[src/rtl/cpu_clk_pkg.sv]
// Shared encodings for the CPU clock-enable controller: Mode input values and FSM states.
package cpu_clk_pkg;

  typedef enum logic [1:0] {
    MODE_PAUSE   = 2'd0,
    MODE_RUN     = 2'd1,
    MODE_STEP    = 2'd2,
    MODE_RUN_ALT = 2'd3
  } mode_e;

  typedef enum logic [1:0] {
    ST_PAUSE = 2'd0,
    ST_RUN   = 2'd1,
    ST_STEP  = 2'd2
  } state_e;

  function automatic state_e mode_to_state(input logic [1:0] m);
    case (mode_e'(m))
      MODE_RUN, MODE_RUN_ALT: return ST_RUN;
      MODE_STEP:              return ST_STEP;
      default:                return ST_PAUSE;
    endcase
  endfunction

endpackage

[src/rtl/btn_debounce.sv]
// Step-button synchroniser and debouncer; emits the debounced level and a one-cycle
// rise pulse that is high in the same cycle the level first reads 1.
module btn_debounce #(
  parameter int SYNC_STAGES = 2,
  parameter int DEB_CYCLES  = 500000
) (
  input  logic CLOCK_50,
  input  logic Reset_n,
  input  logic btn_raw,
  output logic btn_level,
  output logic btn_rise
);

  localparam int DEB_W = (DEB_CYCLES > 1) ? $clog2(DEB_CYCLES) : 1;

  logic [SYNC_STAGES-1:0] sync;
  logic [DEB_W-1:0]       cnt;
  logic                   btn_s;
  logic                   hit;

  assign btn_s = sync[SYNC_STAGES-1];
  assign hit   = (cnt == DEB_W'(DEB_CYCLES - 1));

  always_ff @(posedge CLOCK_50 or negedge Reset_n) begin
    if (!Reset_n) sync <= '0;
    else          sync <= {sync[SYNC_STAGES-2:0], btn_raw};
  end

  // Counter only runs while the synchronised input disagrees with the accepted level.
  always_ff @(posedge CLOCK_50 or negedge Reset_n) begin
    if (!Reset_n) begin
      cnt       <= '0;
      btn_level <= 1'b0;
      btn_rise  <= 1'b0;
    end else begin
      btn_rise <= 1'b0;
      if (btn_s != btn_level) begin
        if (hit) begin
          btn_level <= btn_s;
          btn_rise  <= btn_s;
          cnt       <= '0;
        end else begin
          cnt <= cnt + 1'b1;
        end
      end else begin
        cnt <= '0;
      end
    end
  end

endmodule

[src/rtl/cpu_clock_ctrl.sv]
// Clock-enable controller for the CPU core: PAUSE / RUN (programmable divisor) / STEP,
// with Halt gating. Define CPU_CLK_TICKCNT_EN to build the TickCount counter.
module cpu_clock_ctrl
  import cpu_clk_pkg::*;
#(
  parameter int DIV_W       = 24,
  parameter int DEB_CYCLES  = 500000,
  parameter int SYNC_STAGES = 2,
  parameter int CNT_W       = 16
) (
  input  logic             CLOCK_50,
  input  logic             Reset_n,
  input  logic [1:0]       Mode,
  input  logic [DIV_W-1:0] Div,
  input  logic             StepBtn,
  input  logic             Halt,
  output logic             CpuEn,
  output logic             Heartbeat,
  output logic             BtnLevel,
  output logic [CNT_W-1:0] TickCount
);

  logic             btn_rise;
  state_e           state, state_nx;
  logic [DIV_W-1:0] cnt, cnt_cur, cnt_nx;
  logic             step_req, step_req_nx;
  logic             en_nx;

  btn_debounce #(
    .SYNC_STAGES (SYNC_STAGES),
    .DEB_CYCLES  (DEB_CYCLES)
  ) u_deb (
    .CLOCK_50  (CLOCK_50),
    .Reset_n   (Reset_n),
    .btn_raw   (StepBtn),
    .btn_level (BtnLevel),
    .btn_rise  (btn_rise)
  );

  always_ff @(posedge CLOCK_50 or negedge Reset_n) begin
    if (!Reset_n) begin
      state     <= ST_PAUSE;
      cnt       <= '0;
      step_req  <= 1'b0;
      CpuEn     <= 1'b0;
      Heartbeat <= 1'b0;
    end else begin
      state     <= state_nx;
      cnt       <= cnt_nx;
      step_req  <= step_req_nx;
      CpuEn     <= en_nx;
      Heartbeat <= Heartbeat ^ en_nx;
    end
  end

  always_comb begin
    state_nx    = mode_to_state(Mode);
    cnt_nx      = '0;
    en_nx       = 1'b0;
    step_req_nx = step_req;
    cnt_cur     = (state == ST_RUN) ? cnt : '0;

    // An edge under Halt is discarded; a pending request absorbs further edges.
    if (btn_rise) step_req_nx = !Halt;

    case (state_nx)
      ST_RUN: begin
        if (Halt)                cnt_nx = '0;
        else if (cnt_cur >= Div) en_nx  = 1'b1;
        else                     cnt_nx = cnt_cur + 1'b1;
      end
      ST_STEP: begin
        if (!Halt && (step_req || btn_rise)) begin
          en_nx       = 1'b1;
          step_req_nx = 1'b0;
        end
      end
      default: ;
    endcase

    if (state_nx != state && state_nx != ST_STEP) step_req_nx = 1'b0;
  end

`ifdef CPU_CLK_TICKCNT_EN
  logic [CNT_W-1:0] tick_cnt;

  always_ff @(posedge CLOCK_50 or negedge Reset_n) begin
    if (!Reset_n)   tick_cnt <= '0;
    else if (en_nx) tick_cnt <= tick_cnt + 1'b1;
  end

  assign TickCount = tick_cnt;
`else
  assign TickCount = '0;
`endif

endmodule

[config.mk]
export PLATFORM = sky130hd
export DESIGN_NAME = cpu_clock_ctrl
export DESIGN_NICKNAME = d
export VERILOG_FILES = /design/src/rtl/cpu_clk_pkg.sv /design/src/rtl/btn_debounce.sv /design/src/rtl/cpu_clock_ctrl.sv
export SDC_FILE = /design/constraint.sdc
export NUM_CORES = 1
export LEC_CHECK = 0
export CORE_UTILIZATION = 33
export CTS_CLUSTER_SIZE = 25
export DETAILED_ROUTE_END_ITERATION = 12
export GPL_TIMING_DRIVEN = 0
export PLACE_DENSITY_LB_ADDON = 0.3
export SLEW_MARGIN = 20
export SYNTH_ARGS = -nofsm -noshare
export SYNTH_HDL_FRONTEND = slang
export SYNTH_HIERARCHICAL = 1
export SYNTH_SLANG_ARGS = --single-unit
[constraint.sdc]
create_clock -name CLOCK_50 -period 3 [get_ports CLOCK_50]
set_clock_uncertainty 0.2 [all_clocks]
set_input_delay 0.45 -clock CLOCK_50 [delete_from_list [all_inputs] [get_ports CLOCK_50]]
set_output_delay 0.45 -clock CLOCK_50 [all_outputs]
set_load 0.05 [all_outputs]
* Word-level counts from Yosys, hierarchy flattened
Index checks and enable logic that the tools add are counted.
** Operators by class
- Bitwise logic cells :: 1
- Multiplexer cells :: 17
- Reduce and logical (&&, ||, !) cells :: 6
- Order comparisons :: 1
- Add/sub/neg operators :: 2
- Equal/unequal tests :: 10
** Operators with widths (count)
- 2-to-1 mux 24 bit :: 4
- 2-to-1 mux 19 bit :: 2
- adder 24 x 1 -> 24 bit, second input constant :: 1
- greater-or-equal comparator 24 bit :: 1
- adder 19 x 1 -> 19 bit, second input constant :: 1
- == test 19 bit, second input constant :: 1
- 2-to-1 mux 1 bit :: 9
- == test 2 x 1 -> 1 bit, second input constant :: 3
- == test 2 bit, second input constant :: 3
- case mux 2 bit (2 select lines) :: 1
- logical AND 1 bit :: 2
- inequality test 2 bit :: 1
- inequality test 2 bit, second input constant :: 1
- case mux 1 bit (2 select lines) :: 1
- AND reduction 2 bit :: 1
- OR reduction 2 bit :: 1
- zero test 1 bit :: 1
- logical OR 1 bit :: 1
- inequality test 1 bit :: 1
- bitwise XOR 1 bit :: 1
** Word-level totals
- Input bits :: 30
- Bits in registers :: 52
- Output and inout port bits :: 19
- Word-level logic and storage cells :: 46

* Depth between registers and ports, before layout
- Word-level depth :: 7
- Mapped depth :: 10
- Gate-level depth less buffers :: 9

* Hierarchy
The synthesis kept the hierarchy.
** Modules (own cells, without submodules)
- cpu_clock_ctrl :: instances 1, area each 2454.9 µm², seq. area each 725.7 µm², cells each 268
- btn_debounce :: instances 1, area each 1118.6 µm², seq. area each 575.6 µm², cells each 110

* Least setup slack after synthesis
Ideal clock, no wire load.
- Path type :: reg2reg
- Start :: reg state[0]
- End :: reg, netlist name cnt[23]
- Data required time :: 2.727 ns
- Library setup time :: 0.073 ns
- Stages on the path, launching flop included :: 11
- Clock period less this slack :: 2.764 ns
- Path slack :: 0.236 ns
- Arrival time :: 2.491 ns
- Path through :: dfrtp_1 nor2b_1 clkbuf_1 nand2_1 ha_1 nand2b_1 a2111o_1 a31oi_2 o2111ai_4 buf_6 a21oi_2
** RTL lines
- start: declaration :: line cpu_clock_ctrl.sv:24 : state_e state, state_nx;
- start signal: assignment :: line cpu_clock_ctrl.sv:48 : state <= state_nx;

==> results.md <==
- Worst R2R Path Depth: 10
- Fin. Hold Viols: 0
- IR drop worst, VDD: 208 uV
- Syn_area_per_cell: 9.45 um^2
- MaxCap Viol Count: 0
- Met1 GRT Util: 17.6%
- Yosys reg bits: 52
- M2 GR Usage: a little under a quarter
- FF-to-FF End: cnt[3]
- Area of placed instances: just over 4000 um^2
- Class of the worst hold path: reg -> reg
- Critical path launch point type: flop
- Routed WL per cell: 13.0 um
- First-pass GRT wire length: 12,500 um
- Share of cells above drive strength 1: a little over a fifth
- Worst Setup EP: cnt[3]
- Pin count of the biggest net entering global routing: 53
- Leakage: 2.02 nW
- Synth top area cells: dfrtp_1 (36%), ha_1 (9.1%), xor2_1 (4.9%)
- Worst-margin pin slew: 0.677 ns
- Root buffer cell: clkbuf_8
- # DRC: 0
- Reg2reg start: state[1]
- Max incr delay on CP: 0.49 ns
- Setup ws final: 0.0958 ns
- Initial DRC count: 100
- Final setup violation count: 0
- Origin of the worst setup path: state[1]
- Rows: 37
- Count leader, synth: dfrtp_1
- Global routing usage on met3: under 10%
- Routed Antenna Nets: 0
- Initial Util: 34.3%
- Clock Sinks: 52
- Worst R2R Setup Slack: 0.1 ns
- Buffers on Ports: 32
- Synth warn: 6
- Total number of vias: 2,804
- Global router's overall resource usage: 13.8%
- Vias per inst: 4.78
- Worst Setup End Kind: flop
- Core area: 10,400 um^2
- Top-area cell type share of the netlist area: a little over a third
- Critical path type: reg -> reg
- Worst slew margin: 54.5%
- CTS tree: built
- CP most frequent cell: buf_6
- Clock Path Buffers: 2
- GRT Max-Usage Layer: met2
- Worst path arrival time: 2.94 ns
- Max frequency: 0.344 GHz
- Total CTS buffers: 5
- H-tree level count: 2
- Total design power: about 1.4 mW
- Number of diodes: 0
- HP Start: u_deb/sync[0]
- Hold path cells: 0
- Number of global-route vias before repair: about 2,800
- Fin nets: 505
- Commonest cells post-synth: dfrtp_1 (52), inv_1 (31), ha_1 (26)
- Sequential cell area fraction in the yosys report: 36.4%
- Post-synth EDFFs: 0
- Mapped cell area: about 3600 um^2
- P&R area growth vs syn: 25.8%
- Outcome: finished clean
- Die Wd: 106 um
- Critical-path maximum fanout: 6
- Total routed wirelength: 7590 um
- Cell taking the most area after synthesis: dfrtp_1
- Clk_lat worst skew: 0.31 ns
- Pre-antenna DRT Iters: 4
- Syn Inst Count: 378
- I/O pins: 49
- Dpl hpwl: 5390 um
- Top FF cell, synth: dfrtp_1
- Placer Congestion: 0.815
- Final Instance Area: 4500 um^2
- Post-synthesis async set-or-reset flop share: between 90% and 100%
- Dpl ws: -0.413 ns
- Fin crit share: between 90 and 100%
- Cell variety after synth: 55
- Pwr dens: 302 nW/um^2
- Worst EP required: roughly 3.0 ns
- Initial antenna violation count: 0
- Hold slack: 0.161 ns
- Post-route minimum period: 2.90 ns
- Cell breakdown of the critical path: nor2b_4 > buf_6 > and2_1 > ha_4 > a21o_1 > a221o_1 > a22oi_2 > o2111ai_4 > buf_6 > nor3_1
- Die area: ~11,000 um^2
- Slew Limit Fails: 0
- GR Overflow Total: 0
- Slowest CP cell: dfrtp_2
- Worst-path clk slew: 0.11 ns
- Chip height: 106 um
## stage by stage
stage	cells	setup TNS [ns]	util, %
6_report	586	0	43.2
5_1_grt	586	-0.0992	43.2
4_1_cts	576	0	41.4
3_5_place_dp	561	-9.47	39.5
3_3_place_gp	561	-25.77	39.6
2_1_floorplan	393	0	-
## flip-flops by register name (all words and copies together), names as in the netlist
register,flops
Heartbeat,1
cnt,24
CpuEn,1
step_req,1
u_deb/sync,2
u_deb/btn_rise,1
u_deb/cnt,19
state,2
u_deb/btn_level,1
## cell families after synthesis
| family | share of synthesized area (%) |
|---|---|
| compound gates | 7.84 |
| other cells | 0.105 |
| xor+xnor | 9.07 |
| buf+inv | 8.05 |
| flops | 36.4 |
| simple gates | 28.8 |
| fa+ha+maj | 9.10 |
| mux | 0.630 |
## placed cells by master (no fill, tap or decap), types with 3 or more instances in the layout
cell             count
dfrtp_1             50
inv_1               31
clkdlybuf4s50_1     31
buf_4               29
nor2_1              25
nand2_1             23
ha_1                22
xor2_1              20
and2_1              18
nor2_2              18
nand4_1             17
xnor2_1             17
nand3_1             16
conb_1              16
nor3_1              11
a21oi_1              7
and3_1               6
clkbuf_8             5
buf_6                4
and2_4               4
nor2b_1              4
nand2b_1             4
o21ai_0              4
a21o_1               4
ha_4                 4
nor4_4               3
nor4_1               3
## layer usage
metal | up-vias | share of wire, %
li1 | 1402 | -
met1 | 1342 | 47
met2 | 53 | 48
met3 | 7 | 3.5
met4 | 0 | 1.0
met5 | - | 0
## timing repair
action / 4_1_cts / 5_1_grt
hold endpoints to repair: 38 / 0
gates resized for setup: 12 / 21
setup endpoints to repair: 26 / 24
buffers inserted: 6 / 9
hold buffers: 1 / 0
gates cloned: 0 / 1
pin swaps: 4 / 6
## layout make-up
cell class | instances | area, um^2
flip-flops and latches | 52 | 1300
plain buffers | 25 | 199
clock inverters | 3 | 27.5
well taps | 136 | 170
inverters | 31 | 116
multi-input cells | 285 | 2140
repair buffers | 49 | 470
clock buffers | 5 | 68.8
fillers | 1024 | 5920
## worst min path at each step
stage	to	slack [ns]
after floorplan	CpuEn	-0.05
after global placement	u_deb/sync[1]	0.14
after detailed placement	u_deb/sync[1]	0.14
after CTS	u_deb/sync[1]	0.17
after global routing	u_deb/sync[1]	0.17
final	u_deb/sync[1]	0.16
## power by group
part | switching (mW) | internal, mW | leakage, nW
Combinational | 0.124 | 0.0931 | 1.27
Clock | 0.252 | 0.172 | 0.0463
Sequential | 0.00749 | 0.708 | 0.708
## critical path: cells and delay by family (launching register included)
kind	cells	cell delay [ns]
buffers and inverters	2	0.35
DFF	1	0.49
and+or+nand+nor	3	0.56
adders and majority gates	1	0.23
AOI/OAI and AO/OA	4	1.00
(Power assumes the default switching activity.)
